--- src/rtl/delay_tap_scheduler.sv ---
// Echo/delay sequencer: writes x(n) to the circular buffer, fetches up to two taps, MACs them on one multiplier.
// Latency 4 cycles (one tap) or 6 (two taps); no backpressure, samples arriving while busy are dropped and flagged on overrun_o.
module delay_tap_scheduler #(
    parameter int ADDR_W   = 12,
    parameter int GAIN_MAX = 20
) (
    input  logic                clk_i,
    input  logic                rst_n_i,
    input  logic                sample_valid_i,
    input  logic [15:0]         sample_in_i,
    input  logic                bypass_i,
    input  logic [4:0]          delay_gain_i,
    input  logic [ADDR_W-1:0]   delay_time_i,
    input  logic [1:0]          delay_repeat_i,
    output logic [ADDR_W-1:0]   mem_addr_o,
    output logic                mem_we_o,
    output logic [15:0]         mem_wdata_o,
    input  logic [15:0]         mem_rdata_i,
    output logic [15:0]         out_o,
    output logic                out_valid_o,
    output logic                busy_o,
    output logic                overrun_o
);

    typedef enum logic [2:0] {
        S_IDLE,
        S_WR,
        S_RD1,
        S_MAC1,
        S_RD2,
        S_MAC2,
        S_OUT
    } state_t;

    localparam logic [4:0]        GMAX     = 5'(GAIN_MAX);
    localparam logic [ADDR_W-1:0] PTR_ONE  = ADDR_W'(1);
    localparam logic [ADDR_W-1:0] FILL_MAX = '1;

    state_t                state_q;
    logic [15:0]           x_q;
    logic                  byp_q;
    logic [4:0]            g_q;
    logic [ADDR_W-1:0]     d_q;
    logic                  two_q;
    logic [ADDR_W-1:0]     wr_ptr_q;
    logic [ADDR_W-1:0]     fill_q;
    logic signed [23:0]    acc_q;
    logic [ADDR_W-1:0]     mem_addr_q;
    logic                  mem_we_q;
    logic [15:0]           mem_wdata_q;
    logic [15:0]           out_q;
    logic                  out_valid_q;
    logic                  overrun_q;

    logic [4:0]            g_d;
    logic [ADDR_W-1:0]     d_d;
    logic [ADDR_W-1:0]     rd1_addr_d;
    logic [ADDR_W-1:0]     rd2_addr_d;
    logic [10:0]           coef_d;
    logic signed [26:0]    prod_d;
    logic signed [23:0]    term_d;
    logic                  tap_ok_d;
    logic signed [23:0]    acc_d;
    logic [15:0]           sat_d;
    logic [15:0]           res_d;

    always_comb begin
        g_d        = (delay_gain_i > GMAX) ? GMAX : delay_gain_i;
        d_d        = (delay_time_i == '0) ? PTR_ONE : delay_time_i;
        rd1_addr_d = wr_ptr_q - d_q;
        rd2_addr_d = wr_ptr_q - {d_q[ADDR_W-2:0], 1'b0};
        // One shared multiplier: the coefficient is chosen by which MAC slot we are in.
        coef_d     = (state_q == S_MAC2) ? 11'(g_q) * 11'd38 : 11'(g_q) * 11'd51;
        prod_d     = {{11{mem_rdata_i[15]}}, mem_rdata_i} * {16'd0, coef_d};
        term_d     = 24'(prod_d >>> 10);
        // A tap reaching back past the oldest written sample contributes nothing.
        tap_ok_d   = (state_q == S_MAC2) ? ({1'b0, fill_q} >= {d_q, 1'b0})
                                         : (fill_q >= d_q);
        acc_d      = acc_q + (tap_ok_d ? term_d : 24'sd0);
        if (acc_d > 24'sd32767) begin
            sat_d = 16'h7fff;
        end else if (acc_d < -24'sd32768) begin
            sat_d = 16'h8000;
        end else begin
            sat_d = acc_d[15:0];
        end
        res_d      = byp_q ? x_q : sat_d;
    end

    always_ff @(posedge clk_i) begin
        if (!rst_n_i) begin
            state_q     <= S_IDLE;
            x_q         <= '0;
            byp_q       <= 1'b0;
            g_q         <= '0;
            d_q         <= PTR_ONE;
            two_q       <= 1'b0;
            wr_ptr_q    <= '0;
            fill_q      <= '0;
            acc_q       <= '0;
            mem_addr_q  <= '0;
            mem_we_q    <= 1'b0;
            mem_wdata_q <= '0;
            out_q       <= '0;
            out_valid_q <= 1'b0;
            overrun_q   <= 1'b0;
        end else begin
            mem_we_q    <= 1'b0;
            out_valid_q <= 1'b0;
            overrun_q   <= sample_valid_i && (state_q != S_IDLE);
            case (state_q)
                S_IDLE: begin
                    if (sample_valid_i) begin
                        x_q         <= sample_in_i;
                        byp_q       <= bypass_i;
                        g_q         <= g_d;
                        d_q         <= d_d;
                        two_q       <= (delay_repeat_i == 2'd2);
                        mem_we_q    <= 1'b1;
                        mem_addr_q  <= wr_ptr_q;
                        mem_wdata_q <= sample_in_i;
                        state_q     <= S_WR;
                    end
                end
                S_WR: begin
                    acc_q      <= {{8{x_q[15]}}, x_q};
                    mem_addr_q <= rd1_addr_d;
                    state_q    <= S_RD1;
                end
                S_RD1: begin
                    state_q <= S_MAC1;
                end
                S_MAC1: begin
                    acc_q <= acc_d;
                    if (two_q) begin
                        mem_addr_q <= rd2_addr_d;
                        state_q    <= S_RD2;
                    end else begin
                        out_q       <= res_d;
                        out_valid_q <= 1'b1;
                        state_q     <= S_OUT;
                    end
                end
                S_RD2: begin
                    state_q <= S_MAC2;
                end
                S_MAC2: begin
                    acc_q       <= acc_d;
                    out_q       <= res_d;
                    out_valid_q <= 1'b1;
                    state_q     <= S_OUT;
                end
                S_OUT: begin
                    wr_ptr_q <= wr_ptr_q + PTR_ONE;
                    if (fill_q != FILL_MAX) begin
                        fill_q <= fill_q + PTR_ONE;
                    end
                    state_q <= S_IDLE;
                end
                default: begin
                    state_q <= S_IDLE;
                end
            endcase
        end
    end

    assign mem_addr_o  = mem_addr_q;
    assign mem_we_o    = mem_we_q;
    assign mem_wdata_o = mem_wdata_q;
    assign out_o       = out_q;
    assign out_valid_o = out_valid_q;
    assign busy_o      = (state_q != S_IDLE);
    assign overrun_o   = overrun_q;

endmodule

--- config.mk ---
export PLATFORM = sky130hd
export DESIGN_NAME = delay_tap_scheduler
export DESIGN_NICKNAME = d
export VERILOG_FILES = /design/src/rtl/delay_tap_scheduler.sv
export SDC_FILE = /design/constraint.sdc
export NUM_CORES = 1
export LEC_CHECK = 0
export CAP_MARGIN = 30
export CORE_MARGIN = 2
export CORE_UTILIZATION = 43
export DETAILED_ROUTE_END_ITERATION = 8
export PLACE_DENSITY_LB_ADDON = 0.12
export SLEW_MARGIN = 20
export SYNTH_ARGS = -nofsm -noshare
export SYNTH_HDL_FRONTEND = slang
export SYNTH_SLANG_ARGS = --single-unit
--- constraint.sdc ---
create_clock -name clk_i -period 19.7 [get_ports clk_i]
set_input_delay 5.91 -clock clk_i [delete_from_list [all_inputs] [get_ports clk_i]]
set_output_delay 5.91 -clock clk_i [all_outputs]
set_load 0.02 [all_outputs]
# Word-level counts from Yosys, hierarchy flattened
# Cells that the tools add are included.
[op_classes] multipliers=3 eq_ne=11 magnitude_cmp=5 addsub=5 n_mux=20 n_reduce_logical=13
[op_table] op="$mux 16" n=4
[op_table] op="$pmux 24 s2" n=1
[op_table] op="$mux 12" n=3
[op_table] op="$pmux 12 s3" n=1
[op_table] op="$pmux 16 s2" n=1
[op_table] op="$mul 16x12->27" n=1
[op_table] op="$add 12x1->12 const B" n=2
[op_table] op="$add 24x24->24" n=1
[op_table] op="$gt 24x16->1 const B" n=1
[op_table] op="$lt 24x16->1 const B" n=1
[op_table] op="$mux 24" n=1
[op_table] op="$sub 12x12->12" n=2
[op_table] op="$pmux 3 s6" n=1
[op_table] op="$ge 12x13->1" n=1
[op_table] op="$ge 12x12->1" n=1
[op_table] op="$logic_not 12->1" n=1
[op_table] op="$ne 12x12->1 const B" n=1
[op_table] op="$mul 5x6->11 const B" n=1
[op_table] op="$mux 11" n=1
[op_table] op="$mul 5x5->10 const B" n=1
[op_table] op="$eq 3x3->1 const B" n=3
[op_table] op="$reduce_and 2->1" n=4
[op_table] op="$eq 3x2->1 const B" n=2
[op_table] op="$ne 2x2->1 const B" n=3
[op_table] op="14 further kinds" n=18
[totals] ff_bits=117 output_inout_bits=48 wordCells=71 input_bits=55

# Logic depth before layout (Yosys ltp)
[logic_depth] depth_word=11 depth_mapped=51 ltp_nobuf=48

# Worst setup path after synthesis
# No wires, ideal clock.
[synth_timing] path_kind="in2reg" start="in mem_rdata_i[5]" end="reg out_q[3] (netlist: out_o[3])" t_required_ns=19.565 path_slack_ns=6.152 path_buffers=3 stages=33 t_arrival_ns=13.413 setup_time_ns=0.135 cell_sequence="clkbuf_1 -> nand2_1 -> fa_1 -> inv_1 -> fa_1 -> fa_1 -> fa_1 -> inv_1 -> fa_1 -> inv_1 -> ha_1 -> a221oi_1 -> o21ai_0 -> a21oi_1 -> o21ai_0 -> a21o_1 -> a21oi_1 -> o211ai_1 -> o31ai_1 -> xor2_1 -> nor2_1 -> ha_1 -> clkbuf_1 -> a31oi_1 -> o21ai_1 -> a221o_1 -> a2111oi_0 -> o21bai_1 -> xnor2_1 -> and4b_1 -> nor2_1 -> buf_4 -> o221ai_1"
[synth_via] elab_chain_len=9 elab_cells_between_ends=10 cone_classes="add/sub: 1; mul: 1; order compare: 2; mux: 6"
[synth_rtl] item="start, declared" line_no="18" text="input logic [15:0] mem_rdata_i,"
[synth_rtl] item="$mul 16x12->27 (*)" line_no="74" text="prod_d = {{11{mem_rdata_i[15]}}, mem_rdata_i} * {16'd0, coef_d};"
[synth_rtl] item="$mux 24 (*)" line_no="79" text="acc_d = acc_q + (tap_ok_d ? term_d : 24'sd0);"
[synth_rtl] item="$add 24x24->24 (*)" line_no="79"
[synth_rtl] item="$lt 24x16->1" line_no="82" text="end else if (acc_d < -24'sd32768) begin"
[synth_rtl] item="$mux 16" line_no="82"
[synth_rtl] item="$mux 16 (*)" line_no="80" text="if (acc_d > 24'sd32767) begin"
[synth_rtl] item="$mux 16 (*)" line_no="87" text="res_d = byp_q ? x_q : sat_d;"
[synth_rtl] item="$mux 16" line_no="135" text="if (two_q) begin"
[synth_rtl] item="$pmux 16 s2 (*)" line_no="111" text="case (state_q)"
[synth_rtl] item="end signal, assigned" line_no="139" text="out_q <= res_d;"
[synth_rtl] item="end signal, assigned" line_no="149" text="out_q <= res_d;"
[synth_rtl] item="end, declared" line_no="51" text="logic [15:0] out_q;"
# Every way passes the cells marked *; elsewhere a longest branch is shown, timed or not. The select of a mux whose other input is x is not followed.
# A chain may end at the register's enable or synchronous reset.

# Final worst setup path
[layout_timing] start="in mem_rdata_i[1]" end="reg out_q[5] (netlist: out_o[5])"
# The elaborated chain is that of the path after synthesis.

==> impl_metrics.ini <==
[clock_tree]
cts_setup_buffers = 0
clock-sinks = 117
clockBufferDepth = 2
cts_hold_buf = 0
clk_pin_slew_ps = 50
cts-root-buf = clkbuf_16
post_cts_resized = 0
clock_latency_ps = 420
cts.htree.levels = 4
cts_tree = built
cts_made_buffers = 17

[critical_path]
crit_path_end = out_o[5]$_SDFFE_PN0P_
critPathMaxFanout = 15
worstPathBufferInverterCount = 4
startpoint = mem_rdata_i[1]
critPathRequiredTime_ps = 19960
crit_cells = 32
critPathTopFamily = compound AO/OA/AOI/OAI gates
rr_worst_depth = 45
slowest_delay_ps = 740
reg2reg_to = out_o[5]$_SDFFE_PN0P_
setup.reg_to_reg.worst_slack_ps = 7970
arrival_ps = 14970
r2r-start = g_q[3]$_SDFFE_PN0P_
worstSetupPathType = in -> reg
critPathLaunchType = primary input
end_kind = register
critPathSlowestCell = clkdlybuf4s50_1
cp_common_cell = fa_1

[route]
detailedRoute.firstPassIterationCount = 5
routedWlPerCell_microns = 15.9
viasPerCell = 5.18
drc = 0
drtIter0Drc = 635
ant_nets = 0
drt_wl_total_mm = 36.6
num_vias = 11912

[synthesis]
synth_warnings = 0
yosys.area.top_type = fa_1
postSynth.asyncResetShare = 0
netlist_area_sq_um = 14500
syn_inst = 1779
syn_area_per_cell_sq_um = 8.13
synth_enable_flop_cells = 0
ys_ff_latch = 117
ys_seq_area_frac = 0.162
synth_cell_types = 70
yosys-top-cells-area = fa_1, dfxtp_1, ha_1
synthTopCellsByCount = nand2_1, inv_1, fa_1
syn_nets = 2147
synth_most_common_cell = nand2_1
synth_top_flop_cell = dfxtp_1
synth_top_area_frac = 0.224

[die]
die_h_microns = 187
fp-row-count = 67
die_x_microns = 187
start_util = 0.434
ioPinCount = 103
core_area_sq_um = 33400
die_area_sq_um = 35100

[finish]
antennaDiodeCount = 0
layout-drive-gt1-share = 0.0400
final_nets = 2209
syn2layout_area_growth_pct = 13.4

[sta]
hold_viol = 0
slew_headroom = 0.404
report.final.slew_viol_count = 0
finalCritPeriodShare = 0.747
worst_pin_slew_ps = 894
setup_viol = 0
skew_ps = 11.1
timing.setup.tns_ps = 0
whs_ps = 453
period_needed_ps = 14710
rsz0062_at_grt = no
max_freq_mhz = 68.0

[grt]
grt_usage = 0.215
antenna_found_initial = 1
grt_pass1_wl_mm = 62.1
overflow = 0
grt_max_degree = 91
first_global_vias = 11972

[power]
ir_drop_uv = 59.1
leakagePower_nw = 7.45
powerDensity_nw_per_um2 = 95.8

[run_status]
status = finished clean

[hold_path]
min_path_type = reg -> reg

[place]
dp_hpwl_mm = 29.1
io_buffers = 102
gp_congestion = 0.837

[job]
drv_cap = 0
## layout by cell type (no fill, tap or decap), types with 11 or more instances in the layout
| master | instances |
|---|---|
| nand3_1 | 19 |
| nand4_1 | 13 |
| nand2_1 | 283 |
| clkbuf_16 | 17 |
| and3_1 | 12 |
| fa_1 | 162 |
| and2_1 | 62 |
| o21ai_0 | 74 |
| a21oi_1 | 121 |
| ha_1 | 151 |
| o211ai_1 | 26 |
| dfxtp_1 | 117 |
| a31oi_1 | 12 |
| xnor2_1 | 46 |
| xor2_1 | 32 |
| clkdlybuf4s50_1 | 102 |
| nor3_1 | 27 |
| nor2b_1 | 16 |
| or3_1 | 19 |
| buf_4 | 15 |
| inv_1 | 260 |
| a21o_1 | 19 |
| nor2_1 | 83 |
| o21a_1 | 11 |
## report_power, final
group          internal, W  leakage [nW]  switching, W
clock network     0.000176         0.262      0.000107
logic             0.000415          6.24      0.000608
registers         0.000252         0.952     0.0000145
total             0.000843          7.45      0.000729
## how the worst min path moves through the flow
| stage | from | endpoint | depth (start not counted) |
|---|---|---|---|
| global route | d_q[3]$_SDFFE_PN0P_ | d_q[3]$_SDFFE_PN0P_ | 2 |
| floorplan | acc_q[2]$_SDFFE_PN0P_ | acc_q[2]$_SDFFE_PN0P_ | 2 |
| finish | d_q[3]$_SDFFE_PN0P_ | d_q[3]$_SDFFE_PN0P_ | 2 |
| detailed placement | d_q[3]$_SDFFE_PN0P_ | d_q[3]$_SDFFE_PN0P_ | 2 |
| global placement | d_q[5]$_SDFFE_PN0P_ | d_q[5]$_SDFFE_PN0P_ | 2 |
| CTS | d_q[3]$_SDFFE_PN0P_ | d_q[3]$_SDFFE_PN0P_ | 2 |
## final cells by class
cell class,instances,area (sq um)
fillers,3325,17000
well taps,448,561
clock buffers,23,468
inverters,261,980
repair buffers,118,1150
flip-flops and latches,117,2340
clock inverters,6,55.1
multi-input cells,1326,10800
## registers in the layout, summed over array words and instances, names as in the netlist
name and count:
acc_q 24, mem_wdata_o 16, out_o 16, d_q 12, fill_q 12, mem_addr_o 12
wr_ptr_q 12, g_q 5, state_q 3, byp_q 1, mem_we_o 1, out_valid_o 1
overrun_o 1, two_q 1
## tightest hold or removal path, cell delays in order, from the launching register on
cell and delay, ps:
dfxtp_1 300, nand2_1 50, a21oi_1 50
## stage by stage
step | total power [W] | worst slack [ps] | util | cells | cell area (sq um)
2_1_floorplan | 0.00105 | 6150 | - | 1779 | 14500
3_3_place_gp | 0.00129 | 4530 | 0.475 | 2268 | 15900
3_5_place_dp | 0.00129 | 4230 | 0.475 | 2268 | 15900
4_1_cts | 0.00159 | 4640 | 0.491 | 2297 | 16400
5_1_grt | 0.00175 | 4410 | 0.492 | 2299 | 16400
6_report | 0.00157 | 4990 | 0.492 | 2299 | 16400
## cells by family (layout without fill, tap and decap cells)
kind of cell    Yosys count  count (layout)  share of synthesized area
compound gates          352             352                      0.157
xor+xnor                 80              80                     0.0495
fa+ha+maj               313             313                      0.355
buf+inv                 336             408                     0.0895
flops                   117             117                      0.162
mux                       3               3                    0.00216
simple gates            578             578                      0.186
## layer usage
layer  wire (microns)  vias up  track usage
met5               10        -            0
met4              408        2       0.0475
met3             1680       39       0.0341
met2            15800      251        0.334
met1            18700     5649        0.316
li1                 -     5971            -
Note: power is estimated with default switching activity, not from simulation.
==> RTL edit 1, RTL diff (config.mk and constraints unchanged) <==
Reset style: asynchronous (`rst_n_i`), changed in one clocked block.
--- a/src/rtl/delay_tap_scheduler.sv
+++ b/src/rtl/delay_tap_scheduler.sv
@@ -88,5 +88,5 @@
     end
 
-    always_ff @(posedge clk_i) begin
+    always_ff @(posedge clk_i or negedge rst_n_i) begin
         if (!rst_n_i) begin
             state_q     <= S_IDLE;
Function: differs if rst_n_i is asserted again (counterexample within 4 cycles, from zero or initial values and one cycle with rst_n_i low); with rst_n_i held inactive, the same outputs for 4 cycles.
==> RTL edit 1 against the original RTL <==
Design area up 4.8%. Worst hold slack better by 0.026 ns. Synthesized area up 4.9%. Cell count up 0.87%. Register-to-register slack better by 0.11 ns. Sequential cell count unchanged. Wire length up 5.5%. Setup slack better by 0.15 ns. Largest cell class unchanged.
Power is left out: the tool's default activity adds up to more than one toggle a clock period on the data nets, which glitch-free logic cannot reach.
==> RTL edit 1: results (changes against the original RTL) <==
Gr usage total: 22.3% (+0.74 points)
Sequential fraction of the synthesis area: 19.3% (+3.1 points)
Routed WL per cell: 16.6 µm (+4.6%)
Post-Syn Nets: 2,154 (+0.33%)
Vias in the first global route: 12,600 (+4.9%)
Final RePlAce weighted congestion: 0.870 (+4.0%)
Outcome: finished clean
Largest net degree at the start of global routing: 71 (-22%)
CP top delay family: adder cells
Crit path DAT: 14.91 ns (-0.06 ns)
Most frequent cells after synthesis: 289 x inv_1, 264 x nand2_1, 162 x fa_1, 151 x ha_1, 116 x dfrtp_1
Fraction of layout cells with a size suffix above 1: 4.45% (+0.45 points)
Setup Skew: 0.0162 ns (+0.00512 ns)
H-tree depth: 4 (unchanged)
Fraction of registers with async set/reset: 100% (+100 points)
Total iterations of the first detailed-routing run: 5 (unchanged)
Drt initial violations: 722 (+14%)
Top cells by area, synth: fa_1 21%, dfrtp_1 19%, ha_1 12%
CP max stage cell: nor4b_4
Critical Path Max Stage Delay: 0.78 ns (+0.04 ns)
Initial antenna violation count: 0 (-1)
HPWL after DPL: 30.2 mm (+3.9%)
Synth Flop Type: dfrtp_1
First-pass GRT wire length: 65.5 mm (+5.6%)
Routed vias: 12,300 (+3.0%)
Count of cell types in the netlist: 71 (+1.4%)
Max-slew headroom: 38.6% (-1.8 points)
YS warnings: 0 (unchanged)
-- RTL edit 1: stage by stage --
step / hold WS (ns) / instances / area, µm² / utilization, % / worst slack [ns]
floorplan: 0.462 / 1786 / 15200 / - / 6.40
global placement: 0.465 / 2285 / 16600 / 47.9 / 4.92
detailed placement: 0.472 / 2285 / 16600 / 47.9 / 4.83
CTS: 0.484 / 2317 / 17200 / 49.5 / 5.21
global route: 0.510 / 2319 / 17200 / 49.6 / 4.51
finish: 0.479 / 2319 / 17200 / 49.6 / 5.14
-- RTL edit 1: cells by family after synthesis --
| family | count (synthesis) | share of synthesized area [%] |
|---|---|---|
| xor gates and xnor gates | 92 | 5.36 |
| AOI/OAI and AO/OA | 372 | 15.5 |
| adders and majority gates | 313 | 33.8 |
| muxes | 19 | 1.28 |
| DFF | 117 | 19.3 |
| buffers and inverters | 365 | 9.21 |
| and+or+nand+nor | 508 | 15.6 |
-- RTL edit 1: worst paths after layout --
path	startpoint	endpoint	slack (ns)	cells past startpoint
worst min-delay path	mem_addr_o[8]	mem_addr_o[8]	0.48	2
min in group asynchronous	rst_n_i	two_q	5.50	1
worst max register to register	g_q[3]	out_o[2]	8.08	49
worst min register to register	mem_addr_o[8]	mem_addr_o[8]	0.48	2
worst max-delay path	mem_rdata_i[3]	out_o[2]	5.14	32
max in group asynchronous	rst_n_i	mem_addr_o[0]	13.17	3
-- RTL edit 1: metal layers --
layer / track usage [%] / wire length, µm / part of all wire [%]
met1: 33.7 / 19500 / 51
met2: 34.5 / 17000 / 44
met3: 2.98 / 1850 / 4.8
met4: 3.37 / 215 / 0.56
met5: 0 / 0 / 0
-- RTL edit 1: worst min-delay path: cells and delay by family, from the launching register on --
family / cells / cell delay, ns
AND/OR/NAND/NOR: 1 / 0.05
AO/OA/AOI/OAI: 1 / 0.06
flip-flops: 1 / 0.34
-- RTL edit 1: layout make-up --
type | instances | area (µm²)
clock buffer | 22 | 474
clock inverter | 10 | 80.1
fill | 3416 | 17400
inverter | 290 | 1090
multi-input combinational | 1304 | 10900
sequential | 117 | 2930
tap | 455 | 569
timing repair buffer | 121 | 1180
==> RTL edit 2, RTL diff (same settings) <==
Made on the original files. Change the parameter `ADDR_W` from 12 to 13.
--- a/src/rtl/delay_tap_scheduler.sv
+++ b/src/rtl/delay_tap_scheduler.sv
@@ -2,5 +2,5 @@
 // Latency 4 cycles (one tap) or 6 (two taps); no backpressure, samples arriving while busy are dropped and flagged on overrun_o.
 module delay_tap_scheduler #(
-    parameter int ADDR_W   = 12,
+    parameter int ADDR_W   = 13,
     parameter int GAIN_MAX = 20
 ) (
Ports: changed (resized delay_time_i and mem_addr_o); port bits go from 103 to 105. No check against the original RTL was run, so the function may have changed too.
==> RTL edit 2 against the original RTL <==
Register-to-register slack improved by 0.07 ns. Power increased by 7.4%. Setup slack got worse by 0.039 ns. Synthesized cell count increased by 4.7%. Clock power increased by 22%. Synthesized area increased by 4.6%. Design area increased by 5.1%. Worst hold slack got worse by 0.0015 ns. Critical path depth decreased by 2. Sequential cell count increased by 4. Wire length increased by 11%. First-iteration DRC count increased by 17%.
==> RTL edit 2: results (changes against the original RTL) <==
Gr usage total: 23.0% (+1.4 points)
PortBufs: 104 (+2.0%)
VDD IR max: 0.0704 mV (+19%)
Routed WL per cell: 17.0 µm (+7.0%)
Clock latency on the worst-skew pair: 0.43 ns
First-pass GRT wire length: 67.2 mm (+8.2%)
Pre-CTS setup slack: 4.57 ns (+0.342 ns)
Highest routed metal layer: met4
WL met3: 1.79 mm (+6.7%)
Drt via density: 5.43 (+4.9%)
Die X: 192 µm (+2.2%)
Top cells by area, synth: fa_1 21%, dfxtp_1 16%, ha_1 13%
Setup Skew: 0.00942 ns (-0.00169 ns)
Most frequent cells after synthesis: 268 x nand2_1, 260 x inv_1, 162 x fa_1, 155 x ha_1, 143 x a21oi_1
Drt initial violations: 745 (+17%)
Initial antenna violation count: 0 (-1)
Final RePlAce weighted congestion: 0.881 (+5.3%)
Period utilisation layout: 74.9% (+0.20 points)
Max-slew headroom: 35.8% (-4.6 points)
Vias in the first global route: 12,700 (+6.0%)
Critical Path Max Stage Delay: 0.94 ns (+0.20 ns)
Met2 Wirelength: 18.3 mm (+16%)
Final WL: 40.7 mm (+11%)
Post-Syn Nets: 2,236 (+4.1%)
DP Area: 16,600 µm² (+4.6%)
Sequential fraction of the synthesis area: 16.0% (-0.19 points)
Outcome: finished clean
CP top delay family: compound AO/OA/AOI/OAI gates
Net count, final: 2,299 (+4.1%)
Leak: 7.71 nW (+3.4%)
Fraction of layout cells with a size suffix above 1: 4.69% (+0.70 points)
Fillers: 3,415 (+2.7%)
R2r setup slk: 8.04 ns (+0.07 ns)
Clk root buf: clkbuf_16
Largest net degree at the start of global routing: 50 (-45%)
Hold Worst Slack: 0.452 ns (-0.00154 ns)
Count of cell types in the netlist: 80 (+14%)
CP max stage cell: a2111oi_4
Post-placement cell count: 2,362 (+4.1%)
M1 WL: 20.1 mm (+7.6%)
Gate Count Post-Synth: 1,863 (+4.7%)
Crit path DAT: 15.04 ns (+0.07 ns)
HPWL after DPL: 32.4 mm (+12%)
## RTL edit 2: where the power goes
part	internal (mW)	total, mW	switching, mW
registers	0.260	0.273	0.0135
clock network	0.219	0.345	0.125
logic	0.430	1.07	0.641
## RTL edit 2: worst paths after layout
| path | from | endpoint | cells past startpoint |
|---|---|---|---|
| worst max-delay path | mem_rdata_i[10] | out_o[14] | 30 |
| worst min-delay path | mem_addr_o[12] | mem_addr_o[12] | 2 |
| worst max register to register | g_q[3] | out_o[14] | 44 |
| worst min register to register | mem_addr_o[12] | mem_addr_o[12] | 2 |
## RTL edit 2: worst register-to-register path: cells and delay by family, from the launching register on
kind            cells  cell delay (ns)
compound gates     21             5.56
xor+xnor            2             0.26
buf+inv             7             0.58
flops               1             0.47
simple gates        3             0.28
fa+ha+maj          11             4.35
## RTL edit 2: layer usage
metal	vias up	GRT usage [%]
met4	0	4.88
met1	6295	33.3
li1	6347	-
met2	329	36.9
met3	39	2.36
met5	-	0
## RTL edit 2: cells by family (layout without fill, tap and decap cells)
| family | Yosys count | in the layout | share of synthesized area [%] |
|---|---|---|---|
| simple gates | 593 | 593 | 18.5 |
| flops | 121 | 121 | 16.0 |
| xor+xnor | 82 | 82 | 4.79 |
| compound gates | 401 | 401 | 17.4 |
| fa+ha+maj | 317 | 317 | 34.2 |
| mux | 7 | 7 | 0.488 |
| buf+inv | 342 | 418 | 8.64 |
## RTL edit 2: final cells by class
cell class | count | area, µm² | area share [%]
clock inverter | 13 | 194 | 1.13
multi-input combinational | 1400 | 11400 | 66.2
timing repair buffer | 124 | 1200 | 6.98
tap | 455 | 569 | 3.30
sequential | 121 | 2420 | 14.1
inverter | 262 | 983 | 5.71
clock buffer | 19 | 453 | 2.63
